[config.mk]
export PLATFORM = sky130hd
export DESIGN_NAME = if_fetch_flat
export DESIGN_NICKNAME = d
export VERILOG_FILES = /design/src/rtl/if_fetch_if.sv /design/src/rtl/if_fetch.sv /design/src/flat_wrapper.sv
export SDC_FILE = /design/constraint.sdc
export NUM_CORES = 1
export LEC_CHECK = 0
export ABC_AREA = 1
export CAP_MARGIN = 20
export CORE_UTILIZATION = 25
export CTS_CLUSTER_DIAMETER = 40
export CTS_CLUSTER_SIZE = 16
export DETAILED_ROUTE_END_ITERATION = 10
export MAX_ROUTING_LAYER = met4
export SKIP_LAST_GASP = 1
export SLEW_MARGIN = 20
export SYNTH_ARGS = -nofsm -noshare
export SYNTH_HDL_FRONTEND = slang
export SYNTH_SLANG_ARGS = --single-unit
[constraint.sdc]
create_clock -name clk_i -period 7.3 [get_ports clk_i]
set_input_delay 1.46 -clock clk_i [delete_from_list [all_inputs] [get_ports clk_i]]
set_output_delay 1.46 -clock clk_i [all_outputs]
set_load 0.01 [all_outputs]
[src/rtl/if_fetch_if.sv]
// Instruction-memory request/acknowledge bus between the fetch controller
// (master) and the instruction memory (slave).
interface if_fetch_if;
   logic        imem_req_o;
   logic [31:0] imem_addr_o;
   logic        imem_ack_i;
   logic [31:0] imem_data_i;

   modport master (
      output imem_req_o,
      output imem_addr_o,
      input  imem_ack_i,
      input  imem_data_i
   );

   modport slave (
      input  imem_req_o,
      input  imem_addr_o,
      output imem_ack_i,
      output imem_data_i
   );
endinterface

[src/rtl/if_fetch.sv]
// Instruction-fetch controller: captures the PC, runs a variable-latency
// req/ack fetch, holds the PC until the fetch resolves, and loads IF/ID
// while honouring the ID-stage stall and the branch flush.
module if_fetch #(
   parameter logic [31:0] NOP_INST = 32'h0000_0000
) (
   input  logic        clk_i,
   input  logic        rst_i,
   input  logic        start_i,
   input  logic [31:0] pc_i,
   output logic        pc_stall_o,
   input  logic        stall_i,
   input  logic        flush_i,
   if_fetch_if.master  imem,
   output logic [31:0] ifid_inst_o,
   output logic [31:0] ifid_pc_o,
   output logic        ifid_valid_o
);

   typedef enum logic [1:0] {
      ST_ISSUE = 2'd0,
      ST_REQ   = 2'd1,
      ST_DRAIN = 2'd2,
      ST_HOLD  = 2'd3
   } state_t;

   state_t      r_state;
   state_t      w_state_next;
   logic [31:0] r_fetch_addr;
   logic [31:0] r_buf;
   logic [31:0] r_ifid_inst;
   logic [31:0] r_ifid_pc;
   logic        r_ifid_valid;

   logic        w_pc_stall;
   logic        w_deliver;
   logic [31:0] w_deliver_inst;
   logic        w_capture_pc;
   logic        w_capture_buf;
   logic [31:0] w_next_pc;

   // PC+4 of the instruction being delivered; wraps modulo 2^32
   assign w_next_pc = r_fetch_addr + 32'd4;

   // Next-state, PC-stall and delivery decode; flush beats ack and stall
   always_comb begin
      w_state_next   = r_state;
      w_pc_stall     = 1'b1;
      w_deliver      = 1'b0;
      w_deliver_inst = imem.imem_data_i;
      w_capture_pc   = 1'b0;
      w_capture_buf  = 1'b0;
      unique case (r_state)
         ST_ISSUE: begin
            if (flush_i) begin
               // Let the PC load the branch target before issuing
               w_pc_stall = 1'b0;
            end else if (start_i) begin
               w_capture_pc = 1'b1;
               w_state_next = ST_REQ;
            end
         end
         ST_REQ: begin
            if (flush_i) begin
               w_pc_stall   = 1'b0;
               // An unacked request must still be drained to keep the bus sane
               w_state_next = imem.imem_ack_i ? ST_ISSUE : ST_DRAIN;
            end else if (imem.imem_ack_i) begin
               if (!stall_i) begin
                  w_deliver    = 1'b1;
                  w_pc_stall   = 1'b0;
                  w_state_next = ST_ISSUE;
               end else begin
                  w_capture_buf = 1'b1;
                  w_state_next  = ST_HOLD;
               end
            end
         end
         ST_DRAIN: begin
            // A further flush here must still redirect the PC
            w_pc_stall = ~flush_i;
            if (imem.imem_ack_i) begin
               w_state_next = ST_ISSUE;
            end
         end
         ST_HOLD: begin
            w_deliver_inst = r_buf;
            if (flush_i) begin
               w_pc_stall   = 1'b0;
               w_state_next = ST_ISSUE;
            end else if (!stall_i) begin
               w_deliver    = 1'b1;
               w_pc_stall   = 1'b0;
               w_state_next = ST_ISSUE;
            end
         end
         default: begin
            w_state_next = ST_ISSUE;
         end
      endcase
   end

   // State register; reset abandons any outstanding request at once
   always_ff @(posedge clk_i or posedge rst_i) begin
      if (rst_i) begin
         r_state <= ST_ISSUE;
      end else begin
         r_state <= w_state_next;
      end
   end

   // Fetch address captured from the PC when a fetch is issued
   always_ff @(posedge clk_i or posedge rst_i) begin
      if (rst_i) begin
         r_fetch_addr <= 32'd0;
      end else if (w_capture_pc) begin
         r_fetch_addr <= pc_i;
      end
   end

   // Buffer for a word that arrived while IF/ID was stalled
   always_ff @(posedge clk_i or posedge rst_i) begin
      if (rst_i) begin
         r_buf <= 32'd0;
      end else if (w_capture_buf) begin
         r_buf <= imem.imem_data_i;
      end
   end

   // IF/ID register: flush, then stall, then delivery, else bubble
   always_ff @(posedge clk_i or posedge rst_i) begin
      if (rst_i) begin
         r_ifid_inst  <= 32'd0;
         r_ifid_pc    <= 32'd0;
         r_ifid_valid <= 1'b0;
      end else if (flush_i) begin
         r_ifid_inst  <= NOP_INST;
         r_ifid_pc    <= 32'd0;
         r_ifid_valid <= 1'b0;
      end else if (stall_i) begin
         r_ifid_inst  <= r_ifid_inst;
         r_ifid_pc    <= r_ifid_pc;
         r_ifid_valid <= r_ifid_valid;
      end else if (w_deliver) begin
         r_ifid_inst  <= w_deliver_inst;
         r_ifid_pc    <= w_next_pc;
         r_ifid_valid <= 1'b1;
      end else begin
         r_ifid_inst  <= NOP_INST;
         r_ifid_pc    <= 32'd0;
         r_ifid_valid <= 1'b0;
      end
   end

   // Reset holds the PC regardless of any flush request
   assign pc_stall_o       = rst_i | w_pc_stall;
   assign imem.imem_req_o  = (r_state == ST_REQ) || (r_state == ST_DRAIN);
   assign imem.imem_addr_o = r_fetch_addr;
   assign ifid_inst_o      = r_ifid_inst;
   assign ifid_pc_o        = r_ifid_pc;
   assign ifid_valid_o     = r_ifid_valid;

endmodule

[src/flat_wrapper.sv]
// flat-port wrapper written by rule: the top's interface ports become plain ports
module if_fetch_flat 
#(
   parameter logic [31:0] NOP_INST = 32'h0000_0000
)
  (clk_i, rst_i, start_i, pc_i, pc_stall_o, stall_i, flush_i, ifid_inst_o, ifid_pc_o, ifid_valid_o, imem_imem_req_o, imem_imem_addr_o, imem_imem_ack_i, imem_imem_data_i);
  if_fetch_if imem_i ();
  input  logic clk_i;
  input  logic rst_i;
  input  logic start_i;
  input  logic [31:0] pc_i;
  output logic pc_stall_o;
  input  logic stall_i;
  input  logic flush_i;
  output logic [31:0] ifid_inst_o;
  output logic [31:0] ifid_pc_o;
  output logic ifid_valid_o;
  output wire logic [$bits(imem_i.imem_req_o)-1:0] imem_imem_req_o;
  output wire logic [$bits(imem_i.imem_addr_o)-1:0] imem_imem_addr_o;
  input wire logic [$bits(imem_i.imem_ack_i)-1:0] imem_imem_ack_i;
  input wire logic [$bits(imem_i.imem_data_i)-1:0] imem_imem_data_i;
  assign imem_imem_req_o = imem_i.imem_req_o;
  assign imem_imem_addr_o = imem_i.imem_addr_o;
  assign imem_i.imem_ack_i = imem_imem_ack_i;
  assign imem_i.imem_data_i = imem_imem_data_i;
  if_fetch #(.NOP_INST(NOP_INST)) u_core (.clk_i(clk_i), .rst_i(rst_i), .start_i(start_i), .pc_i(pc_i), .pc_stall_o(pc_stall_o), .stall_i(stall_i), .flush_i(flush_i), .imem(imem_i), .ifid_inst_o(ifid_inst_o), .ifid_pc_o(ifid_pc_o), .ifid_valid_o(ifid_valid_o));
endmodule
After elaboration in Yosys (flattened, before gate mapping)
Cells that the tools add are included.
Widths: inputs -> output; s select.

operators by class
  reductions and logical operators = 3
  bitwise logic cells = 2
  $add $sub $neg = 1
  mux-type cells = 37
  equal/unequal tests = 9

operator list
  operator               count
  $mux 32                7
  $add 32x3->32 const B  1
  $mux 1                 18
  $mux 2                 9
  $pmux 2 s4             1
  $ne 2x2->1 const B     3
  $ne 3x3->1 const B     2
  $reduce_and 5->1       1
  $eq 2x2->1 const B     2
  $pmux 1 s4             1
  $eq 2x1->1 const B     1
  $logic_not 2->1        1
  $ne 2x1->1 const B     1
  $pmux 1 s2             1
  $logic_or 1x1->1       1
  $not 1->1              1
  $or 1x1->1             1

storage, ports and cells
  output and inout port bits = 99
  register bits = 131
  input port bits = 70

Logic depth before layout (Yosys ltp)
Gate-level depths: netlist of the first run.

  depth after elaboration = 7
  mapped depth = 10

Least setup slack after synthesis of the first run
Ideal clock, no wire load.

  path kind = input to output
  start point = input port rst_i
  end point = output port pc_stall_o
  path buffers = 0
  arrival = 4.654 ns
  stages on the path = 2
  data required time = 5.840 ns
  path slack = 1.186 ns
  path through = inv_1 > nand3_1

between the ends
  longest elaborated chain between the ends = 1

ends and longest elaborated chain
  item             RTL line            RTL
  start, declared  flat_wrapper.sv:9   input logic rst_i;
  $or 1x1->1       if_fetch.sv:156     assign pc_stall_o = rst_i | w_pc_stall;
  end, declared    flat_wrapper.sv:12  output logic pc_stall_o;

No other way between the ends.

Final worst setup path of the first run
Same ends and word-level chain as after synthesis.

==> results of run 1 <==
## per-stage QoR
step | setup WS, ps | instance area [µm²] | power [mW]
floorplan | 1190 | 6110 | 1.67
global placement | 2680 | 8090 | 2.16
detailed placement | 2700 | 8090 | 2.18
CTS | 2650 | 8720 | 3.12
global route | 2530 | 8720 | 3.29
finish | 2710 | 8720 | 3.08
## tightest hold or removal path: stages, from the launching register on
cell and delay, ps:
dfrtp_1 340, nand2_1 50, nand2_1 60
## layout make-up
| type | count | area [µm²] |
|---|---|---|
| Timing Repair Buffer | 173 | 1720 |
| Tap cell | 319 | 399 |
| Sequential cell | 131 | 3280 |
| Clock inverter | 14 | 191 |
| Multi-Input combinational cell | 511 | 2400 |
| Fill cell | 2414 | 15000 |
| Clock buffer | 18 | 439 |
| Inverter | 76 | 293 |
## cell usage after synthesis, drive strengths merged
| library cell | instances | area, µm² |
|---|---|---|
| dfrtp | 131 | 3280 |
| a22o | 3 | 26.3 |
| clkbuf | 13 | 48.8 |
| a21oi | 24 | 120 |
| o221ai | 1 | 8.76 |
| nor2 | 72 | 330 |
| buf | 18 | 95.1 |
| nand4 | 1 | 6.26 |
| ha | 6 | 75.1 |
| or2 | 1 | 6.26 |
| o211ai | 2 | 15.0 |
| mux2 | 9 | 101 |
| nand3 | 36 | 198 |
| o31ai | 1 | 7.51 |
| xor2 | 1 | 8.76 |
| nand2 | 235 | 905 |
| and2 | 1 | 6.26 |
| inv | 76 | 288 |
| o21ai | 118 | 591 |
## metal layers
metal	GRT usage	part of all wire	wire, µm	vias to the layer above
met1	0.211	0.48	8700	2503
met4	0.0316	0.0070	126	0
met3	0.0433	0.079	1430	12
li1	-	-	-	2712
met2	0.219	0.43	7830	216
met5	-	0	0	-
## registers in the layout (all words and copies together), names as in the netlist
signal / cells
u_core.r_buf: 32
u_core.r_state: 2
u_core.imem.imem_addr_o: 32
u_core.ifid_valid_o: 1
u_core.ifid_inst_o: 32
u_core.ifid_pc_o: 32
## kinds of logic (layout without fill, tap and decap cells)
group / count (synthesis) / after routing / synth area share
simple gates: 346 / 346 / 0.237
compound gates: 149 / 149 / 0.126
flops: 131 / 131 / 0.536
buf+inv: 107 / 281 / 0.0706
mux: 9 / 9 / 0.0166
fa+ha+maj: 6 / 6 / 0.0123
xor+xnor: 1 / 1 / 0.00143
## report_power, final
group	total (mW)	internal (mW)	leakage [nW]	switching, mW
Sequential	1.15	0.947	1.68	0.206
Combinational	1.01	0.472	2.14	0.540
Clock	0.918	0.560	0.304	0.358
## path summary, 6_finish.rpt
check                                            startpoint                                to
setup / recovery                                      rst_i                        pc_stall_o
hold / removal             u_core.ifid_pc_o[16]$_DFFE_PP0P_  u_core.ifid_pc_o[16]$_DFFE_PP0P_
setup reg to reg              u_core.r_state[0]$_DFFE_PP0P_   u_core.ifid_pc_o[7]$_DFFE_PP0P_
hold reg to reg            u_core.ifid_pc_o[16]$_DFFE_PP0P_  u_core.ifid_pc_o[16]$_DFFE_PP0P_
max in group asynchronous                             rst_i      u_core.r_buf[17]$_DFFE_PP0P_
min in group asynchronous                             rst_i      u_core.r_buf[23]$_DFFE_PP0P_
==> impl_metrics.toml, run 1 <==
[outcome]
status = "completed"

[clock_network]
clock_latency_ps = 410
cts-resized-gates = 0
ctsHoldBuffers = 0
cts_tree = "built"
cts_made_buffers = 17
cts_setup_buffers = 0
cts.clk_slew.worst_paths_ps = 60
cts.sink_count = 131
h-tree-depth = 4
ctsRootBufferMaster = "clkbuf_16"
clk_path_buf_depth = 2

[detailed_routing]
vias = 5443
wl_mm = 18.1
ant_nets = 0
vias_per_cell = 4.38
routedWlPerCell_um = 14.6
drt_iter0_markers = 308
drcViolationCount = 0
firstDrtPassIters = 5

[power]
power_density_nw_per_um2 = 353
p_leak_nw = 4.12
peakVddDrop_mv = 0.146

[timing]
fin_tns_setup_ps = 0
maxSlewHeadroom = 0.369
final_hold_viol_count = 0
slew_viol_final = 0
hold_ws_ps = 478
clock_skew_ps = 11.1
final.min_clock_period_ps = 4590
setup_violations = 0
tightestPinTransition_ps = 947
finalCritPeriodShare = 0.629
rsz0062_at_grt = "false"
timing.fmax_mhz = 218

[global_routing]
antenna_found_initial = 0
grt_first_pass_wirelength_mm = 28.2
overflow = 0
grt_pass1_vias = 5145
grt_max_degree = 71
grt_usage = 0.152

[final_layout]
fin_nets = 986
finish.utilization = 0.367
final_cells = 1242
antennaDiodeCount = 0
drive_gt1_frac = 0.0791
mostFrequentLayoutCell = "nand2_1"
syn_to_final_growth_pct = 42.7
final_cell_mix = "nand2_1 (230), clkdlybuf4s50_1 (168), dfrtp_1 (131)"

[critical_path]
crit_required_ps = 5840
path_class = "input pin to output port"
worstPathArrival_ps = 3130
crit_fanout = 63
start_kind = "input pin"
critPathCaptureType = "output port"
slowest_delay_ps = 540
r2r.worst_path.cells = 9
ff2ff_setup_slack_ps = 4800
cp_slowest_cell = "clkdlybuf4s50_1"
path_buf_inv = 3
cp_cell_sequence = "clkdlybuf4s50_1, inv_6, nand3_1, clkdlybuf4s50_1"
worstSetupPathDepth = 4
critical_path.top_delay_family = "buffers and inverters"
cpMostUsedCell = "clkdlybuf4s50_1"

[floorplan]
dieArea_um2 = 25100
coreArea_um2 = 23800
pin_count = 169
die_w_um = 158
rows = 56
die_h_um = 158
initial_core_util = 0.257

[logic_synthesis]
yosys_warnings = 0
syn_area_per_cell_um2 = 8.16
synthCells = 749
yosys.cell_types.count = 30
synth_nets = 825
ys_seq_area_frac = 0.536
ys_seq_elements = 131
synthesis.area_um2 = 6110

[place]
gp_congestion = 0.864
dp_cells = 1210
io_buffers = 168
dpl.hpwl_mm = 12.4

[worst_hold_path]
whs_path_depth = 2
hold_class = "flip-flop to flip-flop"

[flow_run]
drv_cap = 0
Power figures use the tool's default switching activity.
==> run 2: changes to the inputs <==
Clock period 7.3 ns to 4.3 ns, I/O delays scaled along.
==> run 2 against run 1 <==
  * Combinational power grew 70%
  * Cell count is essentially flat
  * Sequential share of layout area grew 0.18 points
  * Die area is the same
  * Sequential cell count is the same
  * Register-to-register slack lost 3100 ps
  * Largest power group unchanged
  * Largest cell class unchanged
  * Critical path depth grew 3
  * Non-clock buffer count grew 1
  * Via count shrank 0.15%
==> impl_metrics.toml, run 2 (synthesized netlist as in run 1, its figures left out) <==
[final_layout]
fin_nets = 987
syn_to_final_growth_pct = 42.0
ff_latch_area_um2 = 3280
final_cells = 1243
antennaDiodeCount = 0
multi_input_area_um2 = 2400
drive_gt1_frac = 0.0801
final_cell_mix = "nand2_1 (230), clkdlybuf4s50_1 (168), dfrtp_1 (131)"
nFillCells = 2433
mostFrequentLayoutCell = "nand2_1"

[power]
p_leak_nw = 4.10
power_density_nw_per_um2 = 590
peakVddDrop_mv = 0.245

[critical_path]
r2r-start = "u_core.r_state[0]$_DFFE_PP0P_"
slowest_delay_ps = 570
crit_end = "pc_stall_o"
cp_slowest_cell = "clkdlybuf4s50_1"
worstSetupPathDepth = 7
crit_required_ps = 3440
critical_path.top_delay_family = "buffers and inverters"
critPathLaunch = "flush_i"
start_kind = "input pin"
crit_fanout = 5
ff2ff_setup_slack_ps = 1680
path_buf_inv = 4
r2r.worst_path.cells = 9
timing.rr.end = "u_core.ifid_pc_o[7]$_DFFE_PP0P_"
path_class = "input pin to output port"
worstPathArrival_ps = 2340
cp_cell_sequence = "clkdlybuf4s50_1, inv_2, nand2_1, inv_2, nand2_1, nand3_1, clkdlybuf4s50_1"
critPathCaptureType = "output port"

[outcome]
status = "completed"

[timing]
finalCritPeriodShare = 0.744
final.min_clock_period_ps = 3200
slew_viol_final = 0
timing.fmax_mhz = 313
final_hold_viol_count = 0
fin_tns_setup_ps = 0
setup_violations = 0
maxSlewHeadroom = 0.409
rsz0062_at_grt = "false"
tightestPinTransition_ps = 886
clock_skew_ps = 9.40

[clock_network]
ctsRootBufferMaster = "clkbuf_16"
cts_made_buffers = 17
cts-resized-gates = 0
cts_tree = "built"
clock_latency_ps = 420
h-tree-depth = 4
clk_path_buf_depth = 2
cts.sink_count = 131
ctsHoldBuffers = 0
cts_setup_buffers = 0
cts.clk_slew.worst_paths_ps = 60

[detailed_routing]
ant_nets = 0
drcViolationCount = 0
vias = 5435
drt_iter0_markers = 373
wl_mm = 18.2
vias_per_cell = 4.37
routedWlPerCell_um = 14.6
firstDrtPassIters = 5

[global_routing]
antenna_found_initial = 0
grt_pass1_vias = 5243
grt_max_degree = 68
grt_first_pass_wirelength_mm = 28.7
overflow = 0
grt_usage = 0.156

[floorplan]
rows = 56
die_w_um = 158
pin_count = 169
dieArea_um2 = 25100
die_h_um = 158
initial_core_util = 0.257
coreArea_um2 = 23800

[worst_hold_path]
hold_class = "flip-flop to flip-flop"

[place]
io_buffers = 168
gp_congestion = 0.858
dp_cells = 1211
dpl.hpwl_mm = 12.6

[flow_run]
drv_cap = 0
==> run 2: cell count changes in the layout (fill, tap and decap cells not counted), sizes merged <==
cell	previous run	this run
bufinv	3	1
clkinvlp	2	3
clkinv	2	4
buf	5	6
inv	83	82
==> run 2: layer usage <==
metal / vias up / GRT usage / part of all wire
li1: 2718 / - / -
met1: 2492 / 0.203 / 0.47
met2: 210 / 0.232 / 0.43
met3: 15 / 0.0501 / 0.085
met4: 0 / 0.0444 / 0.011
met5: - / - / 0
==> run 2: report_power, final <==
group / switching, mW / total (mW) / internal [mW] / leakage (nW)
sequential: 0.350 / 1.96 / 1.61 / 1.68
clock: 0.613 / 1.44 / 0.830 / 0.283
combinational: 0.915 / 1.72 / 0.803 / 2.14
==> run 2: metrics by stage <==
| stage | cell area (µm²) | power, mW | utilization | setup slack (ps) | hold WS (ps) |
|---|---|---|---|---|---|
| 2_1_floorplan | 6120 | 2.84 | - | 213 | 454 |
| 3_3_place_gp | 8100 | 3.68 | 0.341 | 1110 | 464 |
| 3_5_place_dp | 8100 | 3.71 | 0.341 | 1110 | 469 |
| 4_1_cts | 8680 | 5.18 | 0.366 | 1100 | 485 |
| 5_1_grt | 8680 | 5.49 | 0.366 | 1030 | 496 |
| 6_report | 8680 | 5.12 | 0.366 | 1100 | 477 |
==> run 2: worst min path at each step <==
stage,from,to,depth (start not counted)
3_3_place_gp,u_core.ifid_valid_o$_DFFE_PP0P_,u_core.ifid_valid_o$_DFFE_PP0P_,2
2_1_floorplan,u_core.r_buf[0]$_DFFE_PP0P_,u_core.r_buf[0]$_DFFE_PP0P_,2
6_report,u_core.ifid_valid_o$_DFFE_PP0P_,u_core.ifid_valid_o$_DFFE_PP0P_,2
5_1_grt,u_core.ifid_pc_o[18]$_DFFE_PP0P_,u_core.ifid_pc_o[18]$_DFFE_PP0P_,2
3_5_place_dp,u_core.ifid_pc_o[31]$_DFFE_PP0P_,u_core.ifid_pc_o[31]$_DFFE_PP0P_,2
4_1_cts,u_core.ifid_valid_o$_DFFE_PP0P_,u_core.ifid_valid_o$_DFFE_PP0P_,2
==> run 2: area by class of cell <==
| class | instances | area share |
|---|---|---|
| clock inverters | 14 | 0.0164 |
| flip-flops and latches | 131 | 0.378 |
| repair buffers | 174 | 0.199 |
| inverters | 76 | 0.0336 |
| multi-input cells | 511 | 0.277 |
| well taps | 319 | 0.0460 |
| clock buffers | 18 | 0.0506 |
==> run 2: worst min-delay path, cell delays in order, from the launching register on <==
cell and delay, ps:
dfrtp_1 340, nand2_1 60, nand2_1 50
==> run 3: changes to the inputs <==
Clock period 4.3 ns to 2.96 ns, I/O delays scaled along.
==> run 3 against run 2 <==
  * Sequential share of layout area decreased by 0.29 points
  * Cell area grew 0.76%
  * Total power is 49% higher
  * Combinational power is 46% higher
  * Non-clock buffer count is 1 higher
  * Clock power rose by 58%
  * Clock-buffer cell count increased by 5
  * Sequential cell count did not move
  * First-iteration DRC count fell by 27%
  * Largest power group unchanged
==> impl_metrics.toml, run 3 (synthesized netlist as in run 1, its figures left out) <==
[outcome]
status = "completed"

[floorplan]
rows = 56
die_w_um = 158
coreArea_um2 = 23800
dieArea_um2 = 25100
die_h_um = 158
initial_core_util = 0.257
pin_count = 169

[detailed_routing]
drcViolationCount = 0
ant_nets = 0
drt_iter0_markers = 274
wl_mm = 18.5
vias_per_cell = 4.41
routedWlPerCell_um = 14.9
firstDrtPassIters = 7
vias = 5476

[clock_network]
cts.clk_slew.worst_paths_ps = 60
cts_made_buffers = 17
ctsHoldBuffers = 0
cts-resized-gates = 0
clk_path_buf_depth = 2
cts_setup_buffers = 0
h-tree-depth = 4
clock_latency_ps = 420
cts.sink_count = 131
cts_tree = "built"
ctsRootBufferMaster = "clkbuf_16"

[power]
power_density_nw_per_um2 = 874
p_leak_nw = 4.13
peakVddDrop_mv = 0.451

[timing]
finalCritPeriodShare = 0.898
clock_skew_ps = 7.50
slew_viol_final = 0
rsz0062_at_grt = "false"
setup_violations = 0
tightestPinTransition_ps = 791
final_hold_viol_count = 0
timing.fmax_mhz = 376
hold_ws_ps = 476
final.min_clock_period_ps = 2660
maxSlewHeadroom = 0.473
fin_tns_setup_ps = 0

[place]
placedInstanceArea_um2 = 8120
io_buffers = 168
dpl.hpwl_mm = 12.7
dp_cells = 1212
gp_congestion = 0.849

[global_routing]
antenna_found_initial = 0
grt_pass1_vias = 5204
overflow = 0
grt_usage = 0.158
grt_max_degree = 132
grt_first_pass_wirelength_mm = 28.8

[final_layout]
fin_nets = 988
syn_to_final_growth_pct = 43.1
final_cells = 1243
mostFrequentLayoutCell = "nand2_1"
nFillCells = 2427
final_cell_mix = "nand2_1 (230), clkdlybuf4s50_1 (168), dfrtp_1 (131)"
finish.utilization = 0.368
stdcell_area_um2 = 8750
antennaDiodeCount = 0
drive_gt1_frac = 0.0768

[critical_path]
start_kind = "flip-flop"
critical_path.top_delay_family = "buffers and inverters"
cp_slowest_cell = "clkdlybuf4s50_1"
cp_cell_sequence = "inv_1, ha_1, nand2_1, o221ai_1, nand3_1, clkdlybuf4s50_1"
crit_required_ps = 2370
slowest_delay_ps = 490
path_class = "flip-flop to output port"
crit_fanout = 4
critPathCaptureType = "output port"
path_buf_inv = 2
worstPathArrival_ps = 2070

[worst_hold_path]
hold_class = "flip-flop to flip-flop"

[flow_run]
drv_cap = 0
## run 3: changes by cell type in the layout (fill, tap and decap cells not counted), sizes merged
cell      previous run  this run
inv                 82        74
clkbuf              18        23
bufinv               1         4
buf                  6         7
clkinvlp             3         2
## run 3: power breakdown
group          internal [mW]  switching (mW)  total [mW]
clock network           1.47           0.800        2.27
logic                   1.17            1.33        2.51
registers               2.34           0.525        2.86
## run 3: worst min-delay path: stages, from the launching register on
cell and delay (ps):
dfrtp_1 340, nand2_1 60, nand2_1 50
## run 3: worst paths after layout
path | startpoint | end | slack (ps) | depth (start not counted)
min in group asynchronous | rst_i | u_core.imem.imem_addr_o[0]$_DFFE_PP0P_ | 800 | 3
worst max-delay path | u_core.r_state[1]$_DFFE_PP0P_ | pc_stall_o | 300 | 6
max in group asynchronous | rst_i | u_core.imem.imem_addr_o[16]$_DFFE_PP0P_ | 1620 | 3
worst min register to register | u_core.ifid_valid_o$_DFFE_PP0P_ | u_core.ifid_valid_o$_DFFE_PP0P_ | 480 | 2
worst min-delay path | u_core.ifid_valid_o$_DFFE_PP0P_ | u_core.ifid_valid_o$_DFFE_PP0P_ | 480 | 2
worst max register to register | u_core.r_state[1]$_DFFE_PP0P_ | u_core.r_buf[14]$_DFFE_PP0P_ | 1050 | 8
## run 3: cell type report
| class | count | area (µm²) | share of cell area |
|---|---|---|---|
| Inverter | 76 | 292 | 0.0333 |
| Tap cell | 319 | 399 | 0.0456 |
| Timing Repair Buffer | 175 | 1750 | 0.200 |
| Multi-Input combinational cell | 511 | 2400 | 0.275 |
| Clock inverter | 8 | 150 | 0.0172 |
| Clock buffer | 23 | 478 | 0.0546 |
| Sequential cell | 131 | 3280 | 0.375 |
## run 3: metal layers
metal  track usage  share of wire  vias to the layer above
li1              -              -                     2710
met1         0.209           0.47                     2547
met2         0.232           0.44                      204
met3        0.0427          0.077                       15
met4        0.0495         0.0096                        0
met5             -              0                        -
## run 3: through the flow
step | setup WS, ps | total power, mW
3_3_place_gp | 333 | 5.36
6_report | 302 | 7.64
5_1_grt | 161 | 8.16
3_5_place_dp | 328 | 5.40
2_1_floorplan | -558 | 4.13
4_1_cts | 283 | 7.73
==> variant, RTL diff (flow settings as in run 1) <==
The 4 states of `state_t` get a Gray code encoding in 2 bits.
--- a/src/rtl/if_fetch.sv
+++ b/src/rtl/if_fetch.sv
@@ -18,10 +18,10 @@
 );
 
    typedef enum logic [1:0] {
-      ST_ISSUE = 2'd0,
-      ST_REQ   = 2'd1,
-      ST_DRAIN = 2'd2,
-      ST_HOLD  = 2'd3
+      ST_ISSUE = 2'b00,
+      ST_REQ   = 2'b01,
+      ST_DRAIN = 2'b11,
+      ST_HOLD  = 2'b10
    } state_t;
 
    state_t      r_state;
Function: no difference found for any inputs over 4 cycles, from zero or initial values and one cycle with rst_i high; so few cycles prove little.
==> variant against run 1 <==
Global-route usage is 0.87 points higher. Cell area is 0.22% higher. Routed wire length is 5.1% higher. Power is 2.5% lower. First-iteration DRC count is 7.5% lower. Sequential cell count stayed put. Worst setup slack worse by 0.069 ns. Area after synthesis is 0.29% higher. Critical path type unchanged. Critical endpoint unchanged. Largest power group unchanged.
==> variant: results (changes against run 1) <==
R2R cell count 11 (+2); antenna violations before repair 2 (+2); maximum vdd drop 0.000131 V (-9.8%); number of nets in the layout 924 (-6.3%); initial DRC count 285 (-7.5%); Min Clock Period, post-route 4.66 ns (+0.0689 ns); TritonRoute pass-1 iters 4 (-1); Commonest cells post-synth 168 x nand2_1, 131 x dfrtp_1, 125 x nor2_1; CP arrival 3.20 ns (+0.07 ns); layout cells sized above 1 10.9% (+3.0 points); All-Layer GR Usage 16.1% (+0.87 points); Post-synth ARST share 100% (unchanged); flop-to-flop setup slack 4.34 ns (-0.46 ns); vias in the first global route 5153 (+0.16%); dpl cells 1148 (-5.1%); worst stage delay on the critical path 0.53 ns; Post-Route WL 19000 um (+5.1%); Distinct cells, synth 31 (+3.3%); Worst Hold Class register to register; Area after DPL 8100 um^2 (about the same); delay-heaviest family, CP buffers and inverters; post-synth net total 760 (-7.9%); Post-synth top flop dfrtp_1; Pleak 3.98 nW (-3.6%); Critical Path Fanout Max 64 (+1.6%); reg2reg end u_core.ifid_pc_o[19]; vias 5224 (-4.0%); outcome finished clean; Final HPWL DP 13100 um (+5.5%); Worst Tran Pin Value 0.986 ns (+0.0388 ns); cell count after synthesis 684 (-8.7%); postcts setup bufs 0 (unchanged); synth top area cells dfrtp_1 53%, nand2_1 10%, nor2_1 7.7%; final instance area 8740 um^2 (+0.22%); hold path endpoint u_core.ifid_inst_o[15]; GPL Wtd Cong 0.845 (-2.2%); H-Tree Depth 4 (unchanged); WL per Instance 16.1 um (+10%); Final Slew Violations 0 (unchanged); Cells on Worst Hold Path 2 (unchanged); largest net degree at the start of global routing 70 (-1.4%); Hold Worst Slack 0.479 ns (+0.00155 ns); Seq/Total Area, Yosys 53.5% (-0.15 points); fill count 2418 (+0.17%); first-pass GRT wire length 29100 um (+3.3%); DP Worst Slack 2.57 ns (-0.122 ns); HP Start u_core.ifid_inst_o[15]; clk_skew 0.00986 ns (-0.00121 ns)
==> variant: cell types whose count changed after synthesis, moves of 26 or more <==
cell / change
nor2_1: +67
nand2_1: -62
o21ai_0: -57
o21ai_1: -41
o31ai_1: +28
inv_1: -26
mux2_2: +26
==> variant: layer usage <==
metal / global-route usage (%) / share of wire (%)
met2: 24.5 / 48
met4: 7.10 / 2.8
met1: 20.7 / 46
met3: 3.29 / 3.6
met5: - / 0
==> variant: layout make-up <==
class	count	area share (%)
antenna	2	0.0572
clock buffer	25	5.67
multi-input combinational	477	28.8
tap	319	4.56
clock inverter	7	1.66
timing repair buffer	173	19.7
inverter	48	2.12
sequential	131	37.5
==> variant: kinds of logic (layout without fill, tap and decap cells) <==
kind of cell | count (synthesis) | count (layout) | synth area share, %
fa+ha+maj | 6 | 6 | 1.22
buf+inv | 76 | 253 | 5.51
flops | 131 | 131 | 53.5
xor+xnor | 4 | 4 | 0.571
compound gates | 83 | 83 | 8.73
simple gates | 343 | 343 | 22.6
mux | 41 | 41 | 7.90
other cells | 0 | 2 | 0
==> variant: how the worst max path moves through the flow <==
stage          startpoint          to
2_1_floorplan       rst_i  pc_stall_o
3_3_place_gp        rst_i  pc_stall_o
3_5_place_dp        rst_i  pc_stall_o
4_1_cts             rst_i  pc_stall_o
5_1_grt             rst_i  pc_stall_o
6_report            rst_i  pc_stall_o
==> variant: power breakdown <==
| group | internal (mW) | switching (mW) | total (mW) |
|---|---|---|---|
| sequential | 0.936 | 0.188 | 1.12 |
| clock | 0.610 | 0.330 | 0.940 |
| combinational | 0.468 | 0.472 | 0.940 |
| total | 2.02 | 0.989 | 3.00 |
==> variant: worst register-to-register path, stage by stage, from the launching register on <==
cell and delay, ns:
dfrtp_1 0.39, inv_1 0.10, ha_1 0.23, buf_4 0.27
inv_2 0.10, buf_4 0.37, o21ai_1 0.14, nand2_1 0.07
buf_4 0.45, inv_2 0.41, nand3_1 0.25, nand2_1 0.07
